--- src/rtl/carfield_region_err_slv.sv ---
// Default AXI4 subordinate for the Carfield host address map.
// Classifies addresses against the region table for the crossbar and
// terminates every transaction routed here with an error response.
module carfield_region_err_slv #(
    parameter int unsigned AddrWidth  = 64,
    parameter int unsigned IdWidth    = 4,
    parameter int unsigned DataWidth  = 64,
    parameter int unsigned NumRegions = 8,
    parameter logic [NumRegions-1:0] RegionEnable = 8'b1001_0011,
    parameter logic [AddrWidth-1:0]  RegionBase [NumRegions] = '{
        64'h7800_0000, 64'h7820_0000, 64'h6000_0000, 64'h2000_0000,
        64'h2000_1000, 64'h5100_0000, 64'h5000_0000, 64'h4000_0000},
    parameter logic [AddrWidth-1:0]  RegionSize [NumRegions] = '{
        64'h20_0000, 64'h20_0000, 64'h80_0000, 64'h1000,
        64'h9000,    64'h80_0000, 64'h80_0000, 64'h1000}
) (
    input  logic                 clk_i,
    input  logic                 rst_i,
    input  logic [AddrWidth-1:0] dec_addr_i,
    output logic [2:0]           dec_idx_o,
    output logic                 dec_hit_o,
    input  logic                 aw_valid_i,
    output logic                 aw_ready_o,
    input  logic [AddrWidth-1:0] aw_addr_i,
    input  logic [7:0]           aw_len_i,
    input  logic [IdWidth-1:0]   aw_id_i,
    input  logic                 w_valid_i,
    output logic                 w_ready_o,
    input  logic                 w_last_i,
    output logic                 b_valid_o,
    input  logic                 b_ready_i,
    output logic [1:0]           b_resp_o,
    output logic [IdWidth-1:0]   b_id_o,
    input  logic                 ar_valid_i,
    output logic                 ar_ready_o,
    input  logic [AddrWidth-1:0] ar_addr_i,
    input  logic [7:0]           ar_len_i,
    input  logic [IdWidth-1:0]   ar_id_i,
    output logic                 r_valid_o,
    input  logic                 r_ready_i,
    output logic [DataWidth-1:0] r_data_o,
    output logic [1:0]           r_resp_o,
    output logic                 r_last_o,
    output logic [IdWidth-1:0]   r_id_o
);

    typedef enum logic [1:0] {W_IDLE = 2'd0, W_DATA = 2'd1, W_RESP = 2'd2} w_state_e;
    typedef enum logic       {R_IDLE = 1'b0, R_BEATS = 1'b1} r_state_e;

    // One extra bit keeps base + size from overflowing at the top of the map.
    function automatic logic in_region(input logic [AddrWidth-1:0] addr, input int idx);
        logic [AddrWidth:0] lo;
        logic [AddrWidth:0] hi;
        logic [AddrWidth:0] a;
        lo = {1'b0, RegionBase[idx]};
        hi = lo + {1'b0, RegionSize[idx]};
        a  = {1'b0, addr};
        return (RegionSize[idx] != {AddrWidth{1'b0}}) && (a >= lo) && (a < hi);
    endfunction

    // Hitting a region that exists but is switched off is a slave error;
    // anything else routed here is a decode error.
    function automatic logic [1:0] err_resp(input logic [AddrWidth-1:0] addr);
        logic dis_hit;
        dis_hit = 1'b0;
        for (int i = 0; i < int'(NumRegions); i++) begin
            dis_hit = dis_hit | (!RegionEnable[i] && in_region(addr, i));
        end
        return dis_hit ? 2'b10 : 2'b11;
    endfunction

    logic           dec_hit_s;
    logic [2:0]     dec_idx_s;
    logic           aw_hs_s, w_hs_s, b_hs_s, ar_hs_s, r_hs_s;

    w_state_e       w_state_q, w_state_d;
    logic           aw_ready_q, aw_ready_d;
    logic           w_ready_q, w_ready_d;
    logic           b_valid_q, b_valid_d;
    logic [1:0]     b_resp_q, b_resp_d;
    logic [IdWidth-1:0] b_id_q, b_id_d;

    r_state_e       r_state_q, r_state_d;
    logic           ar_ready_q, ar_ready_d;
    logic           r_valid_q, r_valid_d;
    logic           r_last_q, r_last_d;
    logic [1:0]     r_resp_q, r_resp_d;
    logic [IdWidth-1:0] r_id_q, r_id_d;
    logic [7:0]     cnt_q, cnt_d;

    // Decoder: lowest enabled matching region wins.
    always_comb begin
        dec_hit_s = 1'b0;
        dec_idx_s = 3'd0;
        for (int i = 0; i < int'(NumRegions); i++) begin
            dec_idx_s = (!dec_hit_s && RegionEnable[i] && in_region(dec_addr_i, i)) ? 3'(i) : dec_idx_s;
            dec_hit_s = dec_hit_s | (RegionEnable[i] && in_region(dec_addr_i, i));
        end
    end

    assign dec_hit_o = dec_hit_s;
    assign dec_idx_o = dec_idx_s;

    assign aw_hs_s = aw_valid_i && aw_ready_q;
    assign w_hs_s  = w_valid_i  && w_ready_q;
    assign b_hs_s  = b_valid_q  && b_ready_i;
    assign ar_hs_s = ar_valid_i && ar_ready_q;
    assign r_hs_s  = r_valid_q  && r_ready_i;

    // Write FSM state register.
    always_ff @(posedge clk_i or posedge rst_i) begin
        if (rst_i) begin
            w_state_q <= W_IDLE;
        end else begin
            w_state_q <= w_state_d;
        end
    end

    // Write FSM next state; w_last is the only end-of-burst indication used.
    always_comb begin
        w_state_d = w_state_q;
        case (w_state_q)
            W_IDLE:  if (aw_hs_s) w_state_d = W_DATA; else w_state_d = W_IDLE;
            W_DATA:  if (w_hs_s && w_last_i) w_state_d = W_RESP; else w_state_d = W_DATA;
            W_RESP:  if (b_hs_s) w_state_d = W_IDLE; else w_state_d = W_RESP;
            default: w_state_d = W_IDLE;
        endcase
    end

    // Write outputs derived from the next state so they come straight from flops.
    always_comb begin
        aw_ready_d = (w_state_d == W_IDLE);
        w_ready_d  = (w_state_d == W_DATA);
        b_valid_d  = (w_state_d == W_RESP);
        if (aw_hs_s) begin
            b_id_d   = aw_id_i;
            b_resp_d = err_resp(aw_addr_i);
        end else begin
            b_id_d   = b_id_q;
            b_resp_d = b_resp_q;
        end
    end

    // Write output registers; all deasserted while in reset.
    always_ff @(posedge clk_i or posedge rst_i) begin
        if (rst_i) begin
            aw_ready_q <= 1'b0;
            w_ready_q  <= 1'b0;
            b_valid_q  <= 1'b0;
            b_id_q     <= {IdWidth{1'b0}};
            b_resp_q   <= 2'b00;
        end else begin
            aw_ready_q <= aw_ready_d;
            w_ready_q  <= w_ready_d;
            b_valid_q  <= b_valid_d;
            b_id_q     <= b_id_d;
            b_resp_q   <= b_resp_d;
        end
    end

    // Read FSM state register.
    always_ff @(posedge clk_i or posedge rst_i) begin
        if (rst_i) begin
            r_state_q <= R_IDLE;
        end else begin
            r_state_q <= r_state_d;
        end
    end

    // Read FSM next state.
    always_comb begin
        r_state_d = r_state_q;
        case (r_state_q)
            R_IDLE:  if (ar_hs_s) r_state_d = R_BEATS; else r_state_d = R_IDLE;
            R_BEATS: if (r_hs_s && r_last_q) r_state_d = R_IDLE; else r_state_d = R_BEATS;
            default: r_state_d = R_IDLE;
        endcase
    end

    // Read outputs; cnt holds beats remaining after the current one.
    always_comb begin
        if (ar_hs_s) begin
            cnt_d    = ar_len_i;
            r_id_d   = ar_id_i;
            r_resp_d = err_resp(ar_addr_i);
        end else if (r_hs_s) begin
            cnt_d    = cnt_q - 8'd1;
            r_id_d   = r_id_q;
            r_resp_d = r_resp_q;
        end else begin
            cnt_d    = cnt_q;
            r_id_d   = r_id_q;
            r_resp_d = r_resp_q;
        end
        ar_ready_d = (r_state_d == R_IDLE);
        r_valid_d  = (r_state_d == R_BEATS);
        r_last_d   = (r_state_d == R_BEATS) && (cnt_d == 8'd0);
    end

    // Read output registers; all deasserted while in reset.
    always_ff @(posedge clk_i or posedge rst_i) begin
        if (rst_i) begin
            ar_ready_q <= 1'b0;
            r_valid_q  <= 1'b0;
            r_last_q   <= 1'b0;
            r_id_q     <= {IdWidth{1'b0}};
            r_resp_q   <= 2'b00;
            cnt_q      <= 8'd0;
        end else begin
            ar_ready_q <= ar_ready_d;
            r_valid_q  <= r_valid_d;
            r_last_q   <= r_last_d;
            r_id_q     <= r_id_d;
            r_resp_q   <= r_resp_d;
            cnt_q      <= cnt_d;
        end
    end

    assign aw_ready_o = aw_ready_q;
    assign w_ready_o  = w_ready_q;
    assign b_valid_o  = b_valid_q;
    assign b_id_o     = b_id_q;
    assign b_resp_o   = b_resp_q;
    assign ar_ready_o = ar_ready_q;
    assign r_valid_o  = r_valid_q;
    assign r_last_o   = r_last_q;
    assign r_id_o     = r_id_q;
    assign r_resp_o   = r_resp_q;
    assign r_data_o   = {DataWidth{1'b0}};

endmodule

--- config.mk ---
export PLATFORM = sky130hd
export DESIGN_NAME = carfield_region_err_slv
export DESIGN_NICKNAME = d
export VERILOG_FILES = /design/src/rtl/carfield_region_err_slv.sv
export SDC_FILE = /design/constraint.sdc
export NUM_CORES = 1
export LEC_CHECK = 0
export CAP_MARGIN = 40
export CORE_AREA = 2 2 122 124
export CTS_BUF_LIST = sky130_fd_sc_hd__clkbuf_8 sky130_fd_sc_hd__clkbuf_16
export DETAILED_ROUTE_END_ITERATION = 16
export DIE_AREA = 0 0 124 126
export SLEW_MARGIN = 25
export SYNTH_ARGS = -nofsm -noshare
export SYNTH_HDL_FRONTEND = slang
export SYNTH_SLANG_ARGS = --single-unit
--- constraint.sdc ---
create_clock -name clk_i -period 4.8 [get_ports clk_i]
set_clock_uncertainty 0.1 [all_clocks]
set_input_delay 0.48 -clock clk_i [delete_from_list [all_inputs] [get_ports clk_i]]
set_output_delay 0.48 -clock clk_i [all_outputs]
set_load 0.1 [all_outputs]
==> results.txt <==
Final HPWL DP: 6900 microns
Die Area: 15600 sq um
Rows: 44
Fillcell total: 1486
Post-cts resize count: 0
H-tree levels: 1
# hold bufs at CTS: 0
Flop pwr share: 0.204
Total gr overflow: 0
Max Buffers Root-to-Sink: 2
Die height: 126 microns
Vias in the first global route: 2469
GRT Overall Usage: 0.0921
Top cells by count, synth: 64 x buf_4, 34 x nor4_1, 28 x dfrtp_1, 25 x nand2_1, 14 x nor2_1
Area after DPL: 4450 sq um
Top post-synthesis cells by area: dfrtp_1 33%, buf_4 22%, nor4_1 9.9%
Final WL: 7970 microns
Reg2Reg Launch Point: cnt_q[0]$_DFF_PP0_
Period utilisation layout: 0.610
CP Class: in2out
Flop-to-flop setup slack: 2760 ps
Root Driver: clkbuf_16
FMAX: 0.341 GHz
Worst-Margin Slew: 612 ps
Ys Warns: 0
Part of the Yosys area used for sequential elements: 0.327
Post-synth EDFFs: 0
Clock power frac: 0.133
Area share of the largest cell type after synthesis: 0.327
Setup ws final: 1870 ps
Hold Path Stages: 1
Setup violations, final: 0
Area leader, netlist: dfrtp_1
#FFs+latches synth: 28
Post-CTS setup buffers: 0
Vias/cell: 3.86
Layout cells sized above 1: 0.0870
DR vias: 2528
Ys flop type: dfrtp_1
Setup TNS Final: 0 ps
Pwr dens: 433 nW/um^2
Worst IR Drop VDD: 362 uV
Reg area: 701 sq um
DP Worst Slack: 1870 ps
Max_slew headroom: 0.591
Area of the multi-input gates: 1170 sq um
LEAKAGE: 1.77 nW
Hold Path End: b_resp_o[1]$_DFFE_PP0P_
Antenna violations before repair: 0
Worst-Skew Late Latency: 270 ps
First-pass GRT wire length: 11200 microns
Sw Share: 0.503
Ports: 310
Initial Util: 0.150
Global placer's final weighted congestion: 0.741
Min Clock Period, post-route: 2930 ps
Hold Crit Class: reg2reg
Fin area: 4550 sq um
CTS tree: done
Post-DR wirelength/cell: 12.2 microns
Startpoint of the worst hold path: b_resp_o[1]$_DFFE_PP0P_
NetSw: 0.992 mW
Die X: 124 microns
Comb power frac: 0.663
Netlist cell types: 42
Total CTS buffers: 3
Starting DRC count in detailed routing: 15
Avg Cell Area, Syn: 8.56 sq um
Max Cap Viol: 0
Async set-reset flop share out of synthesis: 1.00
Worst reg2reg endpoint: r_last_o$_DFF_PP0_
Most frequent cell after synthesis: buf_4
Crit path DAT: 2350 ps
Core Region: 14300 sq um
Worst-path fanout max: 3
Fin. Hold Viols: 0
Pint: 0.980 mW
Worst Path Required: 4220 ps
Nets@finish: 697
Reg clk slew, reported paths: 80 ps
N_diodes: 0
P&R area growth vs syn: 113%
Remaining antenna violation count: 0
DR pass1 iterations: 4
Fin Hold WS: 371 ps
Worst setup EP type: primary output
Clock sinks: 28
Unrepaired setup endpoints after global routing: false
CP startpoint kind: input port
Final slew viol count: 0
# DRC: 0
Largest net degree at the start of global routing: 29
Post-Syn Instances: 250
FF-to-FF path depth: 7
Syn Std Cell Area: 2140 sq um
Count of input and output buffers: 201
Outcome: completed
## cell families (layout without fill, tap and decap cells)
group	after synthesis	in the layout	synth area share
mux	4	4	0.0210
other cells	1	64	0.00175
compound gates	27	27	0.0871
buf+inv	70	228	0.236
fa+ha+maj	1	1	0.00584
flops	28	28	0.327
simple gates	117	117	0.313
xor+xnor	2	2	0.00818
## critical path, stage by stage
cell	delay, ps
clkdlybuf4s50_1	410
nor4_1	340
nand4_1	210
nor4_1	350
a21oi_1	80
nor3_1	160
buf_4	320
## worst max path at each step
stage                   startpoint            to  slack [ps]  cells after the start
floorplan           dec_addr_i[12]  dec_idx_o[2]         100                      4
global placement    dec_addr_i[23]  dec_idx_o[0]        1900                      7
detailed placement  dec_addr_i[22]  dec_idx_o[0]        1870                      7
CTS                 dec_addr_i[22]  dec_idx_o[0]        1870                      7
global route        dec_addr_i[23]  dec_idx_o[0]        1650                      7
finish              dec_addr_i[22]  dec_idx_o[0]        1870                      7
## metrics by stage
stage | total power, mW | utilization | std cells
3_5_place_dp | 1.72 | 0.311 | 651
6_report | 1.97 | 0.318 | 655
3_3_place_gp | 1.51 | 0.288 | 633
4_1_cts | 1.99 | 0.318 | 655
2_1_floorplan | 1.24 | - | 313
5_1_grt | 2.07 | 0.318 | 655
## layer usage
layer,wire [microns],up-vias,global-route usage
met5,0,-,0
met4,46,0,0.0172
met3,1110,5,0.0258
met2,4280,176,0.190
met1,2530,1112,0.0874
li1,-,1235,-
## registers in the layout (all words and copies together), names as in the netlist
signal and flops:
cnt_q 8, b_id_o 4, r_id_o 4, b_resp_o 2, r_resp_o 2, w_state_q 2
ar_ready_o 1, aw_ready_o 1, b_valid_o 1, r_last_o 1, r_valid_o 1, w_ready_o 1
## cell type report
class                   count  area share
repair buffers            220       0.512
clock inverters             1     0.00660
inverters                   4     0.00330
flip-flops and latches     28       0.154
clock buffers               3      0.0165
multi-input cells         215       0.257
well taps                 184      0.0506
## power by group through the flow
| stage | registers, mW | logic (mW) | clock network [mW] |
|---|---|---|---|
| 2_1_floorplan | 0.780 | 0.456 | 0 |
| 3_3_place_gp | 0.401 | 1.11 | 0 |
| 3_5_place_dp | 0.406 | 1.31 | 0 |
| 4_1_cts | 0.404 | 1.32 | 0.274 |
| 5_1_grt | 0.419 | 1.36 | 0.287 |
| 6_report | 0.403 | 1.31 | 0.263 |
## cell usage in the layout, fill, tap and decap left out, types with 2 or more instances in the layout
cell and n:
a21oi_1 8, a31oi_1 5, and2_1 2, buf_16 4, buf_4 5, buf_8 14, clkbuf_16 3, clkdlybuf4s50_1 197
conb_1 64, dfrtp_1 28, inv_1 4, mux2_2 4, nand2_1 25, nand2b_1 2, nand3_1 3, nand3b_1 2
nand4_1 8, nor2_1 14, nor3_1 8, nor4_1 34, o21ai_0 5, o21ai_1 2, or3_4 2, or4_1 5
xnor2_1 2
(Power assumes the default switching activity.)
